## src/rtl/adder_measure_pkg.sv

```systemverilog
// adder_measure_pkg: shared types and default constants for the adder
// measurement sequencer (state encoding, default window lengths and the
// helper that sizes the window timer).
package adder_measure_pkg;

    localparam int DEFAULT_WIDTH         = 32;
    localparam int DEFAULT_RUN_CYCLES    = 1000;
    localparam int DEFAULT_SETTLE_CYCLES = 2;
    localparam int DEFAULT_TIMER_W       = $clog2(DEFAULT_RUN_CYCLES + 1);

    typedef enum logic [2:0] {
        ST_IDLE,
        ST_LOAD,
        ST_RUN,
        ST_SETTLE,
        ST_CAPTURE,
        ST_RESPOND
    } meas_state_t;

    // The same timer serves both RUN and SETTLE, so it must hold the longer one.
    function automatic int timer_width(input int run_cycles, input int settle_cycles);
        int longest;
        longest = (run_cycles > settle_cycles) ? run_cycles : settle_cycles;
        return $clog2(longest + 1);
    endfunction

endpackage

```

## src/rtl/adder_measure_seq_if.sv

```systemverilog
// adder_measure_seq_if: command/response bus between the LA register bank
// (master) and the measurement sequencer (slave).
interface adder_measure_seq_if #(
    parameter int WIDTH = 32
);
    logic             cmd_valid;
    logic             cmd_ready;
    logic [WIDTH-1:0] cmd_a;
    logic [WIDTH-1:0] cmd_b;
    logic             rsp_valid;
    logic             rsp_ready;
    logic [WIDTH-1:0] rsp_sum;
    logic [WIDTH-1:0] rsp_count;
    logic             rsp_sat;
    logic             rsp_err;

    modport master (
        output cmd_valid, cmd_a, cmd_b, rsp_ready,
        input  cmd_ready, rsp_valid, rsp_sum, rsp_count, rsp_sat, rsp_err
    );

    modport slave (
        input  cmd_valid, cmd_a, cmd_b, rsp_ready,
        output cmd_ready, rsp_valid, rsp_sum, rsp_count, rsp_sat, rsp_err
    );
endinterface

```

## src/rtl/adder_measure_seq_timer.sv

```systemverilog
// meas_window_timer: loadable down-counter that flags the last cycle of a
// window. Loading N makes done high on the N-th cycle after the load.
module meas_window_timer #(
    parameter int CNT_W = 10
) (
    input  logic             wb_clk_i,
    input  logic             wb_rst_i,
    input  logic             load,
    input  logic [CNT_W-1:0] load_value,
    output logic             done
);
    logic [CNT_W-1:0] count;

    // Reload on request, otherwise count down and park at zero.
    always_ff @(posedge wb_clk_i or posedge wb_rst_i) begin
        if (wb_rst_i) begin
            count <= '0;
        end else if (load) begin
            count <= load_value;
        end else if (count != '0) begin
            count <= count - 1'b1;
        end
    end

    assign done = (count == CNT_W'(1));
endmodule

```

## src/rtl/adder_measure_seq.sv

```systemverilog
// adder_measure_seq: loads an operand pair into the instrumented adder,
// clears and runs its ring-oscillator counter for a fixed window, lets the
// count settle, then returns sum and count as one response.
// Optional feature: define MEASURE_CHECK_EN to build the sum comparator
// that drives rsp_err; otherwise rsp_err is tied low.
module adder_measure_seq
    import adder_measure_pkg::*;
#(
    parameter int WIDTH         = DEFAULT_WIDTH,
    parameter int RUN_CYCLES    = DEFAULT_RUN_CYCLES,
    parameter int SETTLE_CYCLES = DEFAULT_SETTLE_CYCLES
) (
    input  logic                 wb_clk_i,
    input  logic                 wb_rst_i,
    input  logic                 active,
    input  logic                 abort,
    adder_measure_seq_if.slave   bus,
    output logic [WIDTH-1:0]     add_a,
    output logic [WIDTH-1:0]     add_b,
    output logic                 ctr_clear,
    output logic                 run_en,
    input  logic [WIDTH-1:0]     add_s,
    input  logic [WIDTH-1:0]     add_count
);
    localparam int CNT_W = timer_width(RUN_CYCLES, SETTLE_CYCLES);

    meas_state_t      state;
    meas_state_t      state_next;
    logic             accept;
    logic             timer_load;
    logic [CNT_W-1:0] timer_value;
    logic             timer_done;
    logic             rsp_valid_q;
    logic [WIDTH-1:0] rsp_sum_q;
    logic [WIDTH-1:0] rsp_count_q;
    logic             rsp_sat_q;

    assign bus.cmd_ready = (state == ST_IDLE) & active & ~wb_rst_i;
    assign accept        = bus.cmd_valid & bus.cmd_ready;

    meas_window_timer #(.CNT_W(CNT_W)) u_timer (
        .wb_clk_i   (wb_clk_i),
        .wb_rst_i   (wb_rst_i),
        .load       (timer_load),
        .load_value (timer_value),
        .done       (timer_done)
    );

    // Next-state logic; dropping active wins over abort, which wins over progress.
    always_comb begin
        state_next  = state;
        timer_load  = 1'b0;
        timer_value = CNT_W'(RUN_CYCLES);
        if (!active) begin
            state_next = ST_IDLE;
        end else begin
            case (state)
                ST_IDLE: begin
                    if (accept) state_next = ST_LOAD;
                end
                ST_LOAD: begin
                    timer_load  = 1'b1;
                    timer_value = CNT_W'(RUN_CYCLES);
                    state_next  = abort ? ST_IDLE : ST_RUN;
                end
                ST_RUN: begin
                    if (abort) begin
                        state_next = ST_IDLE;
                    end else if (timer_done) begin
                        timer_load  = 1'b1;
                        timer_value = CNT_W'(SETTLE_CYCLES);
                        state_next  = ST_SETTLE;
                    end
                end
                ST_SETTLE: begin
                    if (abort) begin
                        state_next = ST_IDLE;
                    end else if (timer_done) begin
                        state_next = ST_CAPTURE;
                    end
                end
                ST_CAPTURE: begin
                    state_next = abort ? ST_IDLE : ST_RESPOND;
                end
                ST_RESPOND: begin
                    if (bus.rsp_ready) state_next = ST_IDLE;
                end
                default: state_next = ST_IDLE;
            endcase
        end
    end

    // State register.
    always_ff @(posedge wb_clk_i or posedge wb_rst_i) begin
        if (wb_rst_i) state <= ST_IDLE;
        else          state <= state_next;
    end

    // Strobes are registered from the next state so they line up with the state they belong to.
    always_ff @(posedge wb_clk_i or posedge wb_rst_i) begin
        if (wb_rst_i) begin
            ctr_clear   <= 1'b0;
            run_en      <= 1'b0;
            rsp_valid_q <= 1'b0;
        end else begin
            ctr_clear   <= (state_next == ST_LOAD);
            run_en      <= (state_next == ST_RUN);
            rsp_valid_q <= (state_next == ST_RESPOND);
        end
    end

    // Operands are latched on command accept and held until the next one.
    always_ff @(posedge wb_clk_i or posedge wb_rst_i) begin
        if (wb_rst_i) begin
            add_a <= '0;
            add_b <= '0;
        end else if (accept) begin
            add_a <= bus.cmd_a;
            add_b <= bus.cmd_b;
        end
    end

    // Capture the settled adder outputs only when a response will actually be issued.
    always_ff @(posedge wb_clk_i or posedge wb_rst_i) begin
        if (wb_rst_i) begin
            rsp_sum_q   <= '0;
            rsp_count_q <= '0;
            rsp_sat_q   <= 1'b0;
        end else if ((state == ST_CAPTURE) && (state_next == ST_RESPOND)) begin
            rsp_sum_q   <= add_s;
            rsp_count_q <= add_count;
            rsp_sat_q   <= &add_count;
        end
    end

`ifdef MEASURE_CHECK_EN
    logic             rsp_err_q;
    logic [WIDTH-1:0] expected_sum;

    assign expected_sum = add_a + add_b;

    // Flag a mismatch between the adder result and the modular sum of the latched operands.
    always_ff @(posedge wb_clk_i or posedge wb_rst_i) begin
        if (wb_rst_i) begin
            rsp_err_q <= 1'b0;
        end else if ((state == ST_CAPTURE) && (state_next == ST_RESPOND)) begin
            rsp_err_q <= (add_s != expected_sum);
        end
    end

    assign bus.rsp_err = rsp_err_q;
`else
    assign bus.rsp_err = 1'b0;
`endif

    assign bus.rsp_valid = rsp_valid_q;
    assign bus.rsp_sum   = rsp_sum_q;
    assign bus.rsp_count = rsp_count_q;
    assign bus.rsp_sat   = rsp_sat_q;
endmodule
```

## src/flat_wrapper.sv

```systemverilog
// flat-port wrapper written by rule: the top's interface ports become plain ports
module adder_measure_seq_flat import adder_measure_pkg::*;
#(
    parameter int WIDTH         = DEFAULT_WIDTH,
    parameter int RUN_CYCLES    = DEFAULT_RUN_CYCLES,
    parameter int SETTLE_CYCLES = DEFAULT_SETTLE_CYCLES
)
  (wb_clk_i, wb_rst_i, active, abort, add_a, add_b, ctr_clear, run_en, add_s, add_count, bus_cmd_valid, bus_cmd_a, bus_cmd_b, bus_rsp_ready, bus_cmd_ready, bus_rsp_valid, bus_rsp_sum, bus_rsp_count, bus_rsp_sat, bus_rsp_err);
  adder_measure_seq_if #(.WIDTH(WIDTH)) bus_i ();
  input  logic wb_clk_i;
  input  logic wb_rst_i;
  input  logic active;
  input  logic abort;
  output logic [WIDTH-1:0] add_a;
  output logic [WIDTH-1:0] add_b;
  output logic ctr_clear;
  output logic run_en;
  input  logic [WIDTH-1:0] add_s;
  input  logic [WIDTH-1:0] add_count;
  input wire logic [$bits(bus_i.cmd_valid)-1:0] bus_cmd_valid;
  input wire logic [$bits(bus_i.cmd_a)-1:0] bus_cmd_a;
  input wire logic [$bits(bus_i.cmd_b)-1:0] bus_cmd_b;
  input wire logic [$bits(bus_i.rsp_ready)-1:0] bus_rsp_ready;
  output wire logic [$bits(bus_i.cmd_ready)-1:0] bus_cmd_ready;
  output wire logic [$bits(bus_i.rsp_valid)-1:0] bus_rsp_valid;
  output wire logic [$bits(bus_i.rsp_sum)-1:0] bus_rsp_sum;
  output wire logic [$bits(bus_i.rsp_count)-1:0] bus_rsp_count;
  output wire logic [$bits(bus_i.rsp_sat)-1:0] bus_rsp_sat;
  output wire logic [$bits(bus_i.rsp_err)-1:0] bus_rsp_err;
  assign bus_i.cmd_valid = bus_cmd_valid;
  assign bus_i.cmd_a = bus_cmd_a;
  assign bus_i.cmd_b = bus_cmd_b;
  assign bus_i.rsp_ready = bus_rsp_ready;
  assign bus_cmd_ready = bus_i.cmd_ready;
  assign bus_rsp_valid = bus_i.rsp_valid;
  assign bus_rsp_sum = bus_i.rsp_sum;
  assign bus_rsp_count = bus_i.rsp_count;
  assign bus_rsp_sat = bus_i.rsp_sat;
  assign bus_rsp_err = bus_i.rsp_err;
  adder_measure_seq #(.WIDTH(WIDTH), .RUN_CYCLES(RUN_CYCLES), .SETTLE_CYCLES(SETTLE_CYCLES)) u_core (.wb_clk_i(wb_clk_i), .wb_rst_i(wb_rst_i), .active(active), .abort(abort), .bus(bus_i), .add_a(add_a), .add_b(add_b), .ctr_clear(ctr_clear), .run_en(run_en), .add_s(add_s), .add_count(add_count));
endmodule
```

## config.mk

```make
export PLATFORM = sky130hd
export DESIGN_NAME = adder_measure_seq_flat
export DESIGN_NICKNAME = d
export VERILOG_FILES = /design/src/rtl/adder_measure_pkg.sv /design/src/rtl/adder_measure_seq_if.sv /design/src/rtl/adder_measure_seq_timer.sv /design/src/rtl/adder_measure_seq.sv /design/src/flat_wrapper.sv
export SDC_FILE = /design/constraint.sdc
export NUM_CORES = 1
export LEC_CHECK = 0
export ABC_CLOCK_PERIOD_IN_PS = 3850
export BUFFER_PORTS_ARGS = -buffer_cell sky130_fd_sc_hd__buf_2
export CAP_MARGIN = 25
export CORE_ASPECT_RATIO = 1.4
export CORE_MARGIN = 4
export CORE_UTILIZATION = 42
export CTS_CLUSTER_SIZE = 40
export DETAILED_ROUTE_END_ITERATION = 12
export PLACE_DENSITY = 0.75
export SLEW_MARGIN = 5
export SYNTH_ARGS = -nofsm -noshare
export SYNTH_HDL_FRONTEND = slang
export SYNTH_SLANG_ARGS = --single-unit
export TNS_END_PERCENT = 50
```

## constraint.sdc

```tcl
create_clock -name wb_clk_i -period 3.85 [get_ports wb_clk_i]
set_clock_uncertainty 0.05 [all_clocks]
set_input_delay 0 -clock wb_clk_i [delete_from_list [all_inputs] [get_ports wb_clk_i]]
set_output_delay 0 -clock wb_clk_i [all_outputs]
set_load 0.02 [all_outputs]
```

==> impl_summary.log, run 1 <==
INFO  metric worst-endpoint-arrival = 2.68 ns
INFO  metric synth_cells = 383
INFO  metric place_congestion = 0.777
INFO  metric dr.max_layer_used = met4
INFO  metric synth-async-reset-ratio = 100%
INFO  metric gr-usage-all-layers = 22.0%
INFO  metric num_rows = 50
INFO  metric hold_viol = 0
INFO  metric number_of_enable_flip_flop_cells_after_synthesis = 0
INFO  metric count_of_buffer_and_inverter_cells_on_the_critical_path = 1
INFO  metric post-route-period-util = 63.5%
INFO  metric finalWorstPathRequiredPeriod = 2.45 ns
INFO  metric number_of_nets_in_the_synthesized_netlist = 520
INFO  metric top_count_cell_post_synth = dfrtp_1
INFO  metric clkSlewWorstSetupHoldPaths = 0.06 ns
INFO  metric synth.ff_latch_count = 145
INFO  metric cp-end-kind = register
INFO  metric design.die.area = 15800 um^2
INFO  metric layout.nets = 925
INFO  metric synthDominantCellAreaShare = 62.4%
INFO  metric powerDensity = 484 nW/um^2
INFO  metric grt-ovfl-total = 0
INFO  metric fin_tns_setup = 0 ns
INFO  metric route.met3.wl = 837 um
INFO  metric yosys-top-cells-count = 145 x dfrtp_1, 128 x mux2_2, 9 x nand4_1
INFO  metric wl_met2 = 9.84 mm
INFO  metric synth.lib_cells_used.distinct = 40
INFO  metric tritoncts_clock_tree = done
INFO  metric ir_worst_vdd = 0.313 mV
INFO  metric area.growth.synth_to_final = 59.0%
INFO  metric worstPathRequired = 4.09 ns
INFO  metric status = finished clean
INFO  metric drive_gt1_share = 54.6%
INFO  metric yosys_warnings = 0
INFO  metric route.vias.total = 4727
INFO  metric design.core.area = 13500 um^2
INFO  metric grt_max_degree = 76
INFO  metric crit_path_start_kind = register
INFO  metric fmaxAchievable = 409 MHz
INFO  metric first_pass_iters = 4
INFO  metric post_synth_fa_ha_maj_area_fraction = 0.646%
INFO  metric remaining_drc_errors = 0
INFO  metric portion_of_netlist_area_occupied_by_mux_cells = 25.2%
INFO  metric cts-buffers-inserted = 17
INFO  metric final_antenna_net_count = 0
INFO  metric total_power = 4470 uW
INFO  metric die_height = 147 um
INFO  metric post_synth_main_area_contributors = dfrtp_1 62%, mux2_2 25%, buf_6 0.97%
INFO  metric grt_pass1_wl = 27.1 mm
INFO  metric grt_setup_unrepaired = no
INFO  metric drv.max_cap_violation_count = 0
INFO  metric clock-sinks = 145
INFO  metric finalWirelength = 17.4 mm
INFO  metric cts_root_buffer = clkbuf_16
INFO  metric placement.io_buffers = 266
INFO  metric synth_xor_area_share = 1.21%
INFO  metric path_cells = nor2_1 -> and4b_2 -> buf_4 -> mux2_2
INFO  metric dr.first_iter.drc_count = 117
INFO  metric setup-violations-final = 0
INFO  metric design.portCount = 268
INFO  metric htree_num_levels = 4
INFO  metric hold_path_class = primary input to register
INFO  metric vias_per_cell = 4.81
INFO  metric crit_path_top_delay_cell = and4b_2
INFO  metric grt_pass1_vias = 5378
INFO  metric synth_top_flop_cell = dfrtp_1
INFO  metric total_leakage_power = 0.00472 uW
INFO  metric number_of_antenna_violations_at_the_first_check_in_global_routing = 0
INFO  metric cpLargestDelayFamily = simple AND/OR/NAND/NOR gates
INFO  metric synth.largest_area_cell = dfrtp_1
INFO  metric placed_cells_incl_taps = 818
INFO  metric n_antenna_cell = 0
INFO  metric critPathMaxFanout = 37
INFO  metric report.final.slew_viol_count = 0
INFO  metric floorplan.initialDensity = 43.2%
INFO  metric avgRoutedWirePerCell = 17.7 um
INFO  metric synthesis.area_per_instance = 15.2 um^2
INFO  metric clock_buffer_depth = 2
INFO  metric yosysSeqAreaShare = 62.4%
INFO  metric synth_simple_gate_area_share = 5.92%
INFO  metric worst-slew-pin-transition = 0.936 ns
INFO  metric clock_network_latency_to_the_later_pin_of_the_worst_skew_pair = 0.41 ns
INFO  metric post-dp-hpwl = 11.3 mm
INFO  metric final_cell_count_no_fill = 983
INFO  metric met1Wirelength = 6.00 mm
INFO  metric syn_area = 5810 um^2
INFO  metric chipWidth = 107 um
INFO  metric worst_slew_margin_rel = 37.6%
INFO  metric complex_gate_fraction_of_the_synthesized_area = 1.72%
INFO  metric max_stage_delay = 0.82 ns
INFO  metric timing.setup.critical_path_class = register to register
INFO  metric synth_top_family_by_area = multiplexers
logic make-up after synthesis:
| logic type | Yosys count |
|---|---|
| DFF | 145 |
| muxes | 130 |
| and+or+nand+nor | 55 |
| buffers and inverters | 26 |
| AOI/OAI and AO/OA | 15 |
| xor gates and xnor gates | 8 |
| adders and majority gates | 3 |
| other | 1 |
layout make-up:
| cell class | instances | area [um^2] |
|---|---|---|
| clock buffer | 18 | 429 |
| clock inverter | 14 | 201 |
| fill | 891 | 4210 |
| inverter | 8 | 33.8 |
| multi-input combinational | 212 | 2020 |
| sequential | 145 | 3630 |
| tap | 182 | 228 |
| timing repair buffer | 404 | 2700 |
placed cells by master, fill, tap and decap left out, types with 2 or more instances in the layout:
master         count
buf_2            266
dfrtp_1          145
dlygate4sd3_1    133
mux2_2           128
clkbuf_16         17
nand4_1            9
nor2_1             7
inv_1              7
nor4_1             6
nand3_1            6
xnor2_1            6
nor3_1             5
nand2_1            5
clkinvlp_4         5
a21oi_1            5
buf_4              5
bufinv_16          4
inv_6              4
nor3b_1            3
ha_1               3
nand2b_1           2
mux2i_1            2
nor2b_1            2
nand3b_1           2
xor2_1             2
a31oi_1            2
layer usage:
| layer | up-vias | global-route usage (%) |
|---|---|---|
| li1 | 2182 | - |
| met1 | 2304 | 22.2 |
| met2 | 182 | 41.4 |
| met3 | 59 | 4.00 |
| met4 | 0 | 12.5 |
| met5 | - | 0 |
tightest hold or removal path, cell delays in order:
cell and delay, ns:
buf_2 0.08, nand4b_1 0.13, nand3_1 0.13, o211a_1 0.16
state kept, by name, indices dropped and copies added, names as in the netlist:
| register | cells |
|---|---|
| u_core.bus.rsp_sum | 32 |
| u_core.ctr_clear | 1 |
| u_core.state | 3 |
| u_core.add_b | 32 |
| u_core.bus.rsp_count | 32 |
| u_core.u_timer.count | 10 |
| u_core.add_a | 32 |
| u_core.bus.rsp_valid | 1 |
| u_core.bus.rsp_sat | 1 |
| u_core.run_en | 1 |
what timing repair did:
| item | in CTS | in global routing |
|---|---|---|
| buffers inserted | 0 | 0 |
| hold buffers | 133 | 0 |
| resized for setup | 0 | 0 |
| hold endpoints to repair | 279 | 0 |
report_power, final:
| part | switching, uW | internal (uW) |
|---|---|---|
| clock network | 661 | 1100 |
| registers | 134 | 1700 |
| logic | 456 | 416 |
metrics by stage:
| stage | hold slack [ns] | instance area, um^2 | util [%] | worst slack (ns) |
|---|---|---|---|---|
| floorplan | 0.0203 | 5810 | - | 1.98 |
| global placement | 0.181 | 7280 | 54.1 | 1.50 |
| detailed placement | 0.185 | 7280 | 54.1 | 1.40 |
| CTS | 0.0312 | 9240 | 68.7 | 1.39 |
| global route | 0.0776 | 9240 | 68.7 | 1.29 |
| finish | 0.0660 | 9240 | 68.7 | 1.40 |
path summary, 6_finish.rpt:
kind                                       start                      to  slack (ns)  depth (start not counted)
worst min register to register  u_core.add_a[17]        u_core.add_a[17]        0.45                          1
max in group asynchronous               wb_rst_i         u_core.add_a[5]        2.69                          4
worst max-delay path             u_core.state[0]  u_core.bus.rsp_sum[24]        1.40                          4
min in group asynchronous               wb_rst_i           u_core.run_en        0.42                          4
worst min-delay path               bus_cmd_valid         u_core.state[0]        0.07                          4
worst max register to register   u_core.state[0]  u_core.bus.rsp_sum[24]        1.40                          4
(Power assumes the default switching activity.)
==> run 2, diff against run 1 <==
--- a/config.mk
+++ b/config.mk
@@ -5,12 +5,13 @@
 export SDC_FILE = /design/constraint.sdc
 export NUM_CORES = 1
 export LEC_CHECK = 0
-export ABC_CLOCK_PERIOD_IN_PS = 3850
+export ABC_AREA = 1
+export ABC_CLOCK_PERIOD_IN_PS = 2400
 export BUFFER_PORTS_ARGS = -buffer_cell sky130_fd_sc_hd__buf_2
 export CAP_MARGIN = 25
 export CORE_ASPECT_RATIO = 1.4
 export CORE_MARGIN = 4
-export CORE_UTILIZATION = 42
+export CORE_UTILIZATION = 45
 export CTS_CLUSTER_SIZE = 40
 export DETAILED_ROUTE_END_ITERATION = 12
 export PLACE_DENSITY = 0.75
==> constraint.sdc (replaced) <==
create_clock -name wb_clk_i -period 2.4 [get_ports wb_clk_i]
set_clock_uncertainty 0.05 [all_clocks]
set_input_delay 0 -clock wb_clk_i [delete_from_list [all_inputs] [get_ports wb_clk_i]]
set_output_delay 0 -clock wb_clk_i [all_outputs]
set_load 0.02 [all_outputs]
==> run 2 against run 1 <==
Compared with the run above:
- final area is 6.2% higher
- final cell count rose by 37%
- core utilization increased by 1.5 points
- critical path type unchanged
- largest cell class unchanged
- largest power group unchanged
==> impl_summary.log, run 2 <==
INFO  metric total_power = 6900 uW
INFO  metric clock_buffer_depth = 2
INFO  metric post-route-period-util = 86.3%
INFO  metric avgRoutedWirePerCell = 15.1 um
INFO  metric area.growth.synth_to_final = 52.2%
INFO  metric synthesis.area_per_instance = 8.43 um^2
INFO  metric yosys-top-cells-count = 280 x nand2_1, 145 x dfrtp_1, 88 x inv_1
INFO  metric r2r_end = u_core.bus.rsp_count[10]
INFO  metric design.die.area = 16300 um^2
INFO  metric drive_gt1_share = 27.3%
INFO  metric stdcell_area = 9810 um^2
INFO  metric finalWorstPathRequiredPeriod = 2.07 ns
INFO  metric yosysSeqAreaShare = 56.3%
INFO  metric fmaxAchievable = 483 MHz
INFO  metric design.core.area = 14000 um^2
INFO  metric clock_network_latency_to_the_later_pin_of_the_worst_skew_pair = 0.41 ns
INFO  metric worst-slew-pin-transition = 0.740 ns
INFO  metric synth.largest_area_cell = dfrtp_1
INFO  metric number_of_nets_in_the_synthesized_netlist = 902
INFO  metric crit_end = u_core.bus.rsp_count[10]
INFO  metric ir_worst_vdd = 0.395 mV
INFO  metric holdWs = 0.0411 ns
INFO  metric cp-end-kind = register
INFO  metric number_of_enable_flip_flop_cells_after_synthesis = 0
INFO  metric max_stage_delay = 0.39 ns
INFO  metric tritoncts_clock_tree = done
INFO  metric total_leakage_power = 0.00513 uW
INFO  metric htree_num_levels = 4
INFO  metric synth.lib_cells_used.distinct = 26
INFO  metric design.portCount = 268
INFO  metric worst-endpoint-arrival = 2.36 ns
INFO  metric remaining_drc_errors = 0
INFO  metric finish.utilization = 70.2%
INFO  metric synth.ff_latch_count = 145
INFO  metric grt_setup_unrepaired = no
INFO  metric grt_pass1_vias = 6476
INFO  metric route.vias.total = 6545
INFO  metric crit_path_top_delay_cell = dfrtp_1
INFO  metric grt_max_degree = 146
INFO  metric yosys_warnings = 0
INFO  metric synth_top_flop_cell = dfrtp_1
INFO  metric worst_slew_margin_rel = 50.6%
INFO  metric chipWidth = 109 um
INFO  metric hold_path_class = primary input to register
INFO  metric place_congestion = 0.829
INFO  metric final_cell_count_no_fill = 1343
INFO  metric powerDensity = 703 nW/um^2
INFO  metric clock-sinks = 145
INFO  metric final_antenna_net_count = 0
INFO  metric layout.cells.most_common = nand2_1
INFO  metric n_antenna_cell = 0
INFO  metric r2r.worst_path.cells = 13
INFO  metric placed_cells_incl_taps = 1180
INFO  metric hold_viol = 0
INFO  metric critPathMaxFanout = 65
INFO  metric finalWirelength = 20.2 mm
INFO  metric clkSlewWorstSetupHoldPaths = 0.06 ns
INFO  metric post-dp-hpwl = 11.8 mm
INFO  metric status = finished clean
INFO  metric synth-async-reset-ratio = 100%
INFO  metric grt_pass1_wl = 31.9 mm
INFO  metric cts-buffers-inserted = 17
INFO  metric critical_path.startpoint = u_core.u_timer.count[1]
INFO  metric synthDominantCellAreaShare = 56.3%
INFO  metric grt-ovfl-total = 0
INFO  metric syn_area = 6450 um^2
INFO  metric first_pass_iters = 5
INFO  metric synth_cells = 765
INFO  metric most_used_cells_in_the_layout_excluding_fill_and_tap_cells = 280 x nand2_1, 266 x buf_2, 145 x dfrtp_1
INFO  metric timing.setup.critical_path_class = register to register
INFO  metric number_of_antenna_violations_at_the_first_check_in_global_routing = 0
INFO  metric report.final.slew_viol_count = 0
INFO  metric post_cts_buffers = 0
INFO  metric rr_startpoint = u_core.u_timer.count[1]
INFO  metric drv.max_cap_violation_count = 0
INFO  metric vias_per_cell = 4.87
INFO  metric path_cells = inv_1 -> ha_1 -> nand2_1 -> nor2_1 -> nor2_1 -> nor2_1 -> nand2_1 -> nand2_1 -> nand3_1 -> nor2_4 -> buf_12 -> nand3_1 -> nand2_1
INFO  metric num_rows = 51
INFO  metric cts_resized = 0
INFO  metric cts_root_buffer = clkbuf_16
INFO  metric post_synth_main_area_contributors = dfrtp_1 56%, nand2_1 16%, o21bai_1 7.6%
INFO  metric placement.io_buffers = 266
INFO  metric setup-violations-final = 0
INFO  metric top_count_cell_post_synth = nand2_1
INFO  metric layout.nets = 1283
INFO  metric floorplan.initialDensity = 46.1%
INFO  metric die_height = 150 um
INFO  metric worst_path_most_repeated_cell = nand2_1
INFO  metric crit_path_start_kind = register
INFO  metric worstPathRequired = 2.69 ns
INFO  metric place_area = 7910 um^2
INFO  metric dr.first_iter.drc_count = 600
INFO  metric ff2ff_setup_slack = 0.33 ns
INFO  metric gr-usage-all-layers = 24.6%
[run 2: how the worst min path moves through the flow]
stage / startpoint / to / cells past startpoint
floorplan: bus_cmd_b[28] / u_core.add_b[28] / 2
global placement: bus_cmd_a[1] / u_core.add_a[1] / 3
detailed placement: bus_cmd_b[8] / u_core.add_b[8] / 3
CTS: bus_rsp_ready / u_core.state[2] / 8
global route: bus_cmd_valid / u_core.add_b[20] / 5
finish: bus_rsp_ready / u_core.state[2] / 8
[run 2: per-layer routing]
layer	wire [um]	vias to the layer above	GRT usage (%)
met5	0	-	0
met4	376	0	7.33
met2	9810	333	40.7
li1	-	3155	-
met1	7840	3024	30.5
met3	2210	33	7.85
[run 2: layout make-up]
cell class | count | area [um^2]
Clock buffer | 18 | 439
Clock inverter | 13 | 128
Fill cell | 994 | 4160
Inverter | 93 | 353
Multi-Input combinational cell | 484 | 2280
Sequential cell | 145 | 3630
Tap cell | 185 | 231
Timing Repair Buffer | 405 | 2750
[run 2: what timing repair did]
item / in CTS / in global routing
hold buffers: 131 / 0
setup endpoints to repair: 0 / 0
endpoints found under the hold margin: 280 / 0
[run 2: worst max-delay path, delay by kind of cell, from the launching register on]
family / cells / cell delay [ns]
fa+ha+maj: 1 / 0.17
flops: 1 / 0.39
simple gates: 10 / 0.98
buf+inv: 2 / 0.37
[run 2: report_power, final]
part	internal, uW	switching, uW	leakage, uW
logic	585	846	0.00327
clock network	1460	1080	0.000258
registers	2740	179	0.00161
total	4790	2100	0.00513
[run 2: kinds of logic after synthesis]
logic type | after synthesis | share of synthesized area (%)
other | 1 | 0.0582
AND/OR/NAND/NOR | 395 | 25.2
AO/OA/AOI/OAI | 85 | 9.35
adder cells (fa/ha/maj) | 3 | 0.582
buffers and inverters | 136 | 8.54
flip-flops | 145 | 56.3
[run 2: metrics by stage]
| step | setup TNS (ns) | setup WS, ns |
|---|---|---|
| 3_5_place_dp | 0 | 0.367 |
| 6_report | 0 | 0.330 |
| 2_1_floorplan | -143.10 | -1.25 |
| 3_3_place_gp | 0 | 0.405 |
| 4_1_cts | 0 | 0.354 |
| 5_1_grt | 0 | 0.122 |
